[config.mk]
export PLATFORM = sky130hd
export DESIGN_NAME = fir_coeff_ctrl
export DESIGN_NICKNAME = d
export VERILOG_FILES = /design/src/rtl/fir_coeff_ctrl.sv
export SDC_FILE = /design/constraint.sdc
export NUM_CORES = 1
export LEC_CHECK = 0
export BUFFER_PORTS_ARGS = -buffer_cell sky130_fd_sc_hd__buf_2
export CAP_MARGIN = 20
export CORE_MARGIN = 2
export CORE_UTILIZATION = 50
export DETAILED_ROUTE_END_ITERATION = 10
export GPL_ROUTABILITY_DRIVEN = 0
export PLACE_DENSITY = 0.71
export SYNTH_ARGS = -nofsm -noshare
export SYNTH_HDL_FRONTEND = slang
export SYNTH_SLANG_ARGS = --single-unit
[constraint.sdc]
create_clock -name clk -period 2.2 [get_ports clk]
set_input_delay 0.44 -clock clk [delete_from_list [all_inputs] [get_ports clk]]
set_output_delay 0.44 -clock clk [all_outputs]
set_load 0.05 [all_outputs]
[src/rtl/fir_coeff_ctrl.sv]
// fir_coeff_ctrl: coefficient sequencer for the FIR datapath.
// Writes go into a shadow bank. The shadow bank is copied atomically into the
// active bank in one SWAP cycle. After start or reload, out_valid stays low
// until the tap pipeline has flushed.
// Optional feature macro: FIR_COEFF_READBACK_EN adds a registered readback
// port for the active bank (rb_addr / rb_data).
module fir_coeff_ctrl #(
    parameter int BITWIDTH = 16,
    parameter int N        = 16,
    parameter int P        = 4,
    // One extra address bit when N is a power of two, so out-of-range
    // writes (addr >= N) can be expressed and flagged.
    localparam int ADDRW   = $clog2(N + 1)
) (
    input  logic                  clk,
    input  logic                  reset_n,
    input  logic                  cfg_valid,
    output logic                  cfg_ready,
    input  logic [ADDRW-1:0]      cfg_addr,
    input  logic [BITWIDTH-1:0]   cfg_data,
    input  logic                  cfg_last,
    output logic                  cfg_err,
    input  logic                  run,
    output logic [N*BITWIDTH-1:0] coeffs,
    output logic                  fir_enable,
    output logic                  out_valid,
    output logic                  swap_done,
    output logic                  busy
`ifdef FIR_COEFF_READBACK_EN
    ,
    input  logic [ADDRW-1:0]      rb_addr,
    output logic [BITWIDTH-1:0]   rb_data
`endif
);

    localparam int IDXW = (N > 1) ? $clog2(N) : 1;
    localparam int CNTW = $clog2(N + P);
    localparam logic [CNTW-1:0]  FLUSH_LEN = CNTW'(N + P - 1);
    localparam logic [ADDRW-1:0] N_A       = ADDRW'(N);

    typedef enum logic [1:0] {IDLE, SWAP, FLUSH, RUN} state_e;

    state_e              state_q, state_d;
    logic [CNTW-1:0]     cnt_q, cnt_d;
    logic [BITWIDTH-1:0] shadow_q [N];
    logic [BITWIDTH-1:0] active_q [N];
    logic                swap_pending_q;
    logic                swap_done_q;
    logic                cfg_err_q;
    logic                wr_fire;
    logic                wr_oob;
    logic                swap_req;

    assign cfg_ready = !swap_pending_q;
    assign wr_fire   = cfg_valid & cfg_ready;
    assign wr_oob    = cfg_addr >= N_A;
    // A final write takes effect for the FSM in the same cycle it is accepted,
    // so a swap always wins over a run request arriving alongside it.
    assign swap_req  = swap_pending_q | (wr_fire & cfg_last);

    // Shadow bank writes, sticky out-of-range error and swap request flag.
    always_ff @(posedge clk or negedge reset_n) begin
        if (!reset_n) begin
            for (int unsigned i = 0; i < N; i++) begin
                shadow_q[i] <= '0;
            end
            cfg_err_q      <= 1'b0;
            swap_pending_q <= 1'b0;
        end else begin
            if (wr_fire) begin
                if (wr_oob) begin
                    cfg_err_q <= 1'b1;
                end else begin
                    shadow_q[cfg_addr[IDXW-1:0]] <= cfg_data;
                end
            end
            if (wr_fire && cfg_last) begin
                swap_pending_q <= 1'b1;
            end else if (state_q == SWAP) begin
                swap_pending_q <= 1'b0;
            end
        end
    end

    // State, flush counter, active bank copy and swap_done pulse.
    always_ff @(posedge clk or negedge reset_n) begin
        if (!reset_n) begin
            state_q     <= IDLE;
            cnt_q       <= '0;
            swap_done_q <= 1'b0;
            for (int unsigned i = 0; i < N; i++) begin
                active_q[i] <= '0;
            end
        end else begin
            state_q     <= state_d;
            cnt_q       <= cnt_d;
            swap_done_q <= (state_q == SWAP);
            if (state_q == SWAP) begin
                for (int unsigned i = 0; i < N; i++) begin
                    active_q[i] <= shadow_q[i];
                end
            end
        end
    end

    // Next-state logic; swap requests take priority over run in every state.
    always_comb begin
        state_d = state_q;
        cnt_d   = cnt_q;
        unique case (state_q)
            IDLE: begin
                if (swap_req) begin
                    state_d = SWAP;
                end else if (run) begin
                    state_d = FLUSH;
                    cnt_d   = FLUSH_LEN;
                end
            end
            SWAP: begin
                if (run) begin
                    state_d = FLUSH;
                    cnt_d   = FLUSH_LEN;
                end else begin
                    state_d = IDLE;
                end
            end
            FLUSH: begin
                if (swap_req) begin
                    state_d = SWAP;
                end else if (!run) begin
                    state_d = IDLE;
                end else begin
                    cnt_d = cnt_q - CNTW'(1);
                    if (cnt_q == CNTW'(1)) begin
                        state_d = RUN;
                    end
                end
            end
            RUN: begin
                if (swap_req) begin
                    state_d = SWAP;
                end else if (!run) begin
                    state_d = IDLE;
                end
            end
            default: state_d = IDLE;
        endcase
    end

    assign fir_enable = (state_q == FLUSH) || (state_q == RUN);
    assign out_valid  = (state_q == RUN);
    assign swap_done  = swap_done_q;
    assign cfg_err    = cfg_err_q;
    assign busy       = (state_q != IDLE) || swap_pending_q;

    for (genvar g = 0; g < N; g++) begin : g_coeffs
        assign coeffs[g*BITWIDTH +: BITWIDTH] = active_q[g];
    end

`ifdef FIR_COEFF_READBACK_EN
    logic [BITWIDTH-1:0] rb_data_q;

    // Registered readback of the active bank; out-of-range addresses read 0.
    always_ff @(posedge clk or negedge reset_n) begin
        if (!reset_n) begin
            rb_data_q <= '0;
        end else if (rb_addr < N_A) begin
            rb_data_q <= active_q[rb_addr[IDXW-1:0]];
        end else begin
            rb_data_q <= '0;
        end
    end

    assign rb_data = rb_data_q;
`endif

endmodule

After elaboration in Yosys (flattened, before gate mapping)
Cells that the tools add are included.
{"block": "op_classes", "multipliers": 0, "reduce_logical": 13, "n_shift": 0, "n_addsub": 1, "n_lt_le_gt_ge": 3, "muxes": 19, "n_div": 0, "bitwise_logic": 5, "n_eq_ne": 10}
{"cell": "$bwmux W256", "n": 1}
{"cell": "$demux W16 S4", "n": 1}
{"cell": "$mux W5", "n": 4}
{"cell": "$mux W16", "n": 1}
{"cell": "$mux W2", "n": 8}
{"cell": "$pmux W5 S3", "n": 1}
{"cell": "$ge A5 B5 Y1 const B", "n": 2}
{"cell": "$pmux W2 S4", "n": 1}
{"cell": "$ne A2 B2 Y1 const B", "n": 3}
{"cell": "$eq A5 B1 Y1 const B", "n": 1}
{"cell": "$lt A5 B1 Y1 const B", "n": 1}
{"cell": "$not A4 Y5", "n": 1}
{"cell": "$sub A5 B1 Y5 const B", "n": 1}
{"cell": "$eq A2 B2 Y1 const B", "n": 2}
{"cell": "$ne A4 B4 Y1 const B", "n": 1}
{"cell": "$reduce_and A2 Y1", "n": 2}
{"cell": "$reduce_and A4 Y1", "n": 1}
{"cell": "$reduce_bool A2 Y1", "n": 2}
{"cell": "$ne A3 B2 Y1 const B", "n": 1}
{"cell": "$ne A3 B3 Y1 const B", "n": 1}
{"cell": "$reduce_and A3 Y1", "n": 1}
{"cell": "$reduce_bool A3 Y1", "n": 1}
{"cell": "$and A1 B1 Y1", "n": 2}
{"cell": "$eq A2 B1 Y1 const B", "n": 1}
{"cell": "other kinds (7)", "n": 10}
{"block": "totals", "latchBits": 0, "reg_bits": 522, "elab_cells": 88, "mem_bits_ro": 0, "mem_count": 0, "out_inout_bits": 262, "ram_bits": 0}

Depth between registers and ports, before layout
{"block": "depth", "ltp_word": 6, "ltp_mapped": 7}

Worst setup path after synthesis
No wires, ideal clock.
{"block": "synth_path", "path_kind": "reg2reg", "startpoint": "register swap_pending_q", "endpoint": "register shadow_q[133] (netlist name)", "slack_ps": -28, "setup_time_ps": 125, "stages_incl_launch_ff": 7, "arrival_time_ps": 2103, "required_ps": 2075, "cell_sequence": "dfrtp_1 buf_2 inv_1 nand3b_1 nor3b_2 buf_2 mux2_2"}
{"block": "synth_between", "elab_chain_len": 3}
{"item": "from (decl)", "line_no": "47", "rtl": "logic swap_pending_q;"}
{"item": "from (signal assigned)", "line_no": "68", "rtl": "swap_pending_q <= 1'b0;"}
{"item": "from (signal assigned)", "line_no": "78", "rtl": "swap_pending_q <= 1'b1;"}
{"item": "from (signal assigned)", "line_no": "80", "rtl": "swap_pending_q <= 1'b0;"}
{"item": "$logic_not A1 Y1", "line_no": "54", "rtl": "assign cfg_ready = !swap_pending_q;"}
{"item": "via cfg_ready", "line_no": "18", "rtl": "output logic cfg_ready,"}
{"item": "$and A1 B1 Y1", "line_no": "55", "rtl": "assign wr_fire = cfg_valid & cfg_ready;"}
{"item": "$reduce_and A2 Y1 (no source line)"}
{"item": "to (signal, indexed assignment)", "line_no": "74", "rtl": "shadow_q[cfg_addr[IDXW-1:0]] <= cfg_data;"}
{"item": "to (decl)", "line_no": "45", "rtl": "logic [BITWIDTH-1:0] shadow_q [N];"}
The timed path passes the listed nets, and every way through them passes these cells.
A chain may end at the register's enable or synchronous reset.

Worst setup path in the final report
{"block": "layout_path", "startpoint": "register swap_pending_q", "endpoint": "output busy"}
{"block": "layout_between", "elab_chain_len": 1}
{"item": "$logic_or A1 B1 Y1", "line_no": "154", "rtl": "assign busy = (state_q != IDLE) || swap_pending_q;"}
{"item": "to (decl)", "line_no": "28", "rtl": "output logic busy"}
Every way passes these cells.

==> results by group <==
Yosys
  • Library cell with the highest instance count after synthesis: sky130_fd_sc_hd__nand2_1
  • Library cells used by synthesis: 39
  • Top flip-flop cell by instance count after synthesis: sky130_fd_sc_hd__dfrtp_1
  • Sequential cell area fraction in the yosys report: 66.4%
  • Post-Syn Nets: 1740
  • Post-Synth Adder-Cell Area: 0.127%
  • Post-synthesis instance area: 19700 um^2
  • Main combinational cell family by area after synthesis: simple AND/OR/NAND/NOR gates
  • List of most frequent post-synthesis cells: 778 x sky130_fd_sc_hd__nand2_1, 522 x sky130_fd_sc_hd__dfrtp_1, 256 x sky130_fd_sc_hd__mux2_2, 79 x sky130_fd_sc_hd__clkbuf_1, 11 x sky130_fd_sc_hd__buf_2
  • Cell types with the largest area share after synthesis: sky130_fd_sc_hd__dfrtp_1 66%, sky130_fd_sc_hd__nand2_1 15%, sky130_fd_sc_hd__mux2_2 15%
  • Largest area contributor in the netlist: sky130_fd_sc_hd__dfrtp_1
  • Post-synthesis simple-gate area fraction: 16.0%
  • XOR/XNOR Fraction of Synth Area: 0.0890%
  • Share of cell area taken by muxes after synthesis: 14.7%
  • Post-synth top area share: 66.4%
  • Async S/R FF share, synth: 100%
  • Cell count after synthesis: 1712
  • Register bit total from synthesis: 522
  • Post-Synthesis Mean Instance Area: 11.5 um^2
  • Number of warning messages in the yosys log: 0
  • Compound-gate portion of the synthesized area: 0.559%
  • EDFF count, synth: 0

Finish
  • Antenna cells: 0
  • Fill cells: 3078
  • Final-stage net count: 2024
  • Number of cells in the finished layout apart from fillers: 2555
  • Post-synthesis to final-layout area growth: 20.3%
  • Ratio of cells with drive above 1 in the final layout: 33.6%

Place
  • Worst slack at placement: -0.0185 ns
  • Detailed placer's ending HPWL: 31000 um
  • Port bufs: 287
  • Instance count after placement with tap cells included: 2460

Pwr
  • VDD IR-drop max: 0.998 mV
  • Static leakage power: 13.1 nW
  • Pwr Density: 1500 nW/um^2

CTS
  • Clock transition time at the flip-flop clock pins of the worst setup and hold paths: 0.06 ns
  • # H-tree levels: 2
  • Clock Tree Root: sky130_fd_sc_hd__clkbuf_16
  • Clock sink count: 522
  • Clock Path Buffers: 3
  • Number of buffers added by the clock tree synthesis step: 51
  • Clock Latency Late Sink: 0.59 ns
  • TritonCTS clock tree: yes
  • Post-CTS setup-driven buffer insertion count: 0

Critical path
  • Slowest-stage cell, CP: sky130_fd_sc_hd__dfrtp_1
  • Nature of the critical path startpoint: flop
  • Required time at the worst-slack endpoint: 1.76 ns
  • CP Cell Sequence: or3_1 -> buf_2
  • Type of element capturing the critical path: output pin
  • Launch point of the worst path: swap_pending_q
  • Largest incremental delay on the critical path: 0.47 ns
  • Critical path buffers and inverters: 1
  • WP data arrival: 1.66 ns
  • Launch instance of the worst register-to-register path: swap_pending_q
  • Crit Path Class: reg2out
  • Worst reg-to-reg path cell count: 6
  • Total stage count of the critical path: 2
  • Critical-path maximum fanout: 7
  • Worst path top cell family by delay: flip-flops

Drt
  • TritonRoute pass-1 iters: 5
  • Number of antenna-violating nets in the routed design: 0
  • Starting DRC count in detailed routing: 930
  • DRC: 0
  • Mean routed wirelength per cell: 19.5 um
  • DR vias/cell: 5.19
  • Final routed wirelength across all metal layers: 49700 um
  • Overall via count from detail_route: 13268

STA
  • Smallest setup slack after layout: 0.104 ns
  • Fin. max-slew vios: 0
  • WHS: 0.135 ns
  • Final Setup Violations: 0
  • Time the worst path needs with I/O delays and setup: 2.10 ns
  • Pin slew with the least headroom to its limit: 0.679 ns
  • Timing-limited maximum frequency: 477 MHz
  • Unrepaired setup endpoints after global routing: false
  • Share of the cycle needed by the critical path after routing: 95.3%
  • Slew Limit Headroom: 54.7%
  • Endpoints failing hold: 0
  • Max Clock Skew: 0.0170 ns

Die
  • Core Region: 38700 um^2
  • Ports placed on the boundary: 288
  • Initial Utilization: 50.8%
  • Height of the die: 202 um
  • Floorplan die area: 41000 um^2
  • Row Count: 72
  • Overall die width: 202 um

GRT
  • Met2 usage in global routing: 40.4%
  • Number of antenna violations at the first check in global routing: 1
  • Pin count of the biggest net entering global routing: 133
  • Met1 Usage GRT: 34.1%
  • Remaining global-route overflow: 0
  • Via count of the first global-routing pass: 13616
  • First-pass GRT wire length: 78000 um
  • Global-route track usage on met3: 4.13%
  • Most used routing layer in global routing: met2
  • Global-route usage over all layers: 24.8%

Hold path
  • Class of the tightest hold or removal check: in2reg
  • Hold Path Cell Cnt: 3
  • Launch instance of the worst min-delay path: cfg_last

Job
  • Count of maximum capacitance violations: 0

Run status
  • Status: complete, no violations
tightest hold or removal path: stages:
cell and delay [ns]:
sky130_fd_sc_hd__buf_2 0.11, sky130_fd_sc_hd__nand2_1 0.05, sky130_fd_sc_hd__o21ai_0 0.06
sequential cells by signal (all words and copies together), names as in the netlist:
| signal | count |
|---|---|
| cnt_q | 5 |
| coeffs | 256 |
| shadow_q | 256 |
| state_q | 2 |
| swap_done | 1 |
| cfg_err | 1 |
| swap_pending_q | 1 |
logic make-up (layout without fill, tap and decap cells):
group | after synthesis | after routing
AO/OA/AOI/OAI | 19 | 19
XOR/XNOR | 2 | 2
adder cells (fa/ha/maj) | 2 | 2
buffers and inverters | 102 | 427
flip-flops | 522 | 522
multiplexers | 257 | 257
AND/OR/NAND/NOR | 808 | 808
where the power goes:
part	internal [W]	switching [W]
clock network	0.00553	0.00368
registers	0.0124	0.00179
logic	0.00299	0.00921
path summary, 6_finish.rpt:
kind / to / slack, ns
worst max-delay path: busy / 0.10
worst min-delay path: swap_pending_q / 0.13
worst max register to register: shadow_q[30] / 0.34
worst min register to register: coeffs[138] / 0.46
max in group asynchronous: coeffs[29] / 1.02
min in group asynchronous: shadow_q[154] / 0.38
stage by stage:
stage          total power (W)  area (um^2)  util (%)  setup TNS, ns
4_1_cts                 0.0359        23700      61.1              0
6_report                0.0356        23700      61.1              0
3_3_place_gp            0.0263        21900      56.4              0
5_1_grt                 0.0374        23700      61.1              0
2_1_floorplan           0.0230        19700         -              0
3_5_place_dp            0.0266        21900      56.4         -0.189
area by class of cell:
class	count	area, um^2	area share, %
clock buffers	78	1580	6.66
inverters	6	33.8	0.143
multi-input cells	1088	6210	26.2
repair buffers	327	1910	8.07
clock inverters	16	234	0.988
well taps	518	648	2.74
flip-flops and latches	522	13100	55.2
routing by layer:
layer / share of wire, % / vias to the layer above
met5: 0 / -
met4: 2.8 / 0
met3: 5.5 / 83
met2: 49 / 361
met1: 43 / 6812
li1: - / 6012
placed cells by master, fill, tap and decap left out, types with 2 or more instances in the layout:
cell	synthesis	final
sky130_fd_sc_hd__a21oi_1	7	7
sky130_fd_sc_hd__buf_12	0	13
sky130_fd_sc_hd__buf_2	11	286
sky130_fd_sc_hd__buf_4	0	26
sky130_fd_sc_hd__bufinv_16	0	5
sky130_fd_sc_hd__clkbuf_1	79	7
sky130_fd_sc_hd__clkbuf_16	0	51
sky130_fd_sc_hd__clkbuf_8	0	20
sky130_fd_sc_hd__clkinv_2	0	7
sky130_fd_sc_hd__clkinv_8	0	2
sky130_fd_sc_hd__clkinvlp_4	0	2
sky130_fd_sc_hd__dfrtp_1	522	522
sky130_fd_sc_hd__ha_1	2	2
sky130_fd_sc_hd__inv_1	5	4
sky130_fd_sc_hd__mux2_2	256	256
sky130_fd_sc_hd__nand2_1	778	778
sky130_fd_sc_hd__nand2_2	3	3
sky130_fd_sc_hd__nand3_1	3	3
sky130_fd_sc_hd__nand3b_1	2	2
sky130_fd_sc_hd__nor2_1	2	2
sky130_fd_sc_hd__nor2b_1	4	3
sky130_fd_sc_hd__nor4b_1	2	2
sky130_fd_sc_hd__o21ai_0	7	7
timing repair:
action	in CTS	in global routing
gates resized for setup	0	0
hold buffers	1	0
setup endpoints to repair	0	0
endpoints found under the hold margin	33	0
Power figures use the tool's default switching activity.
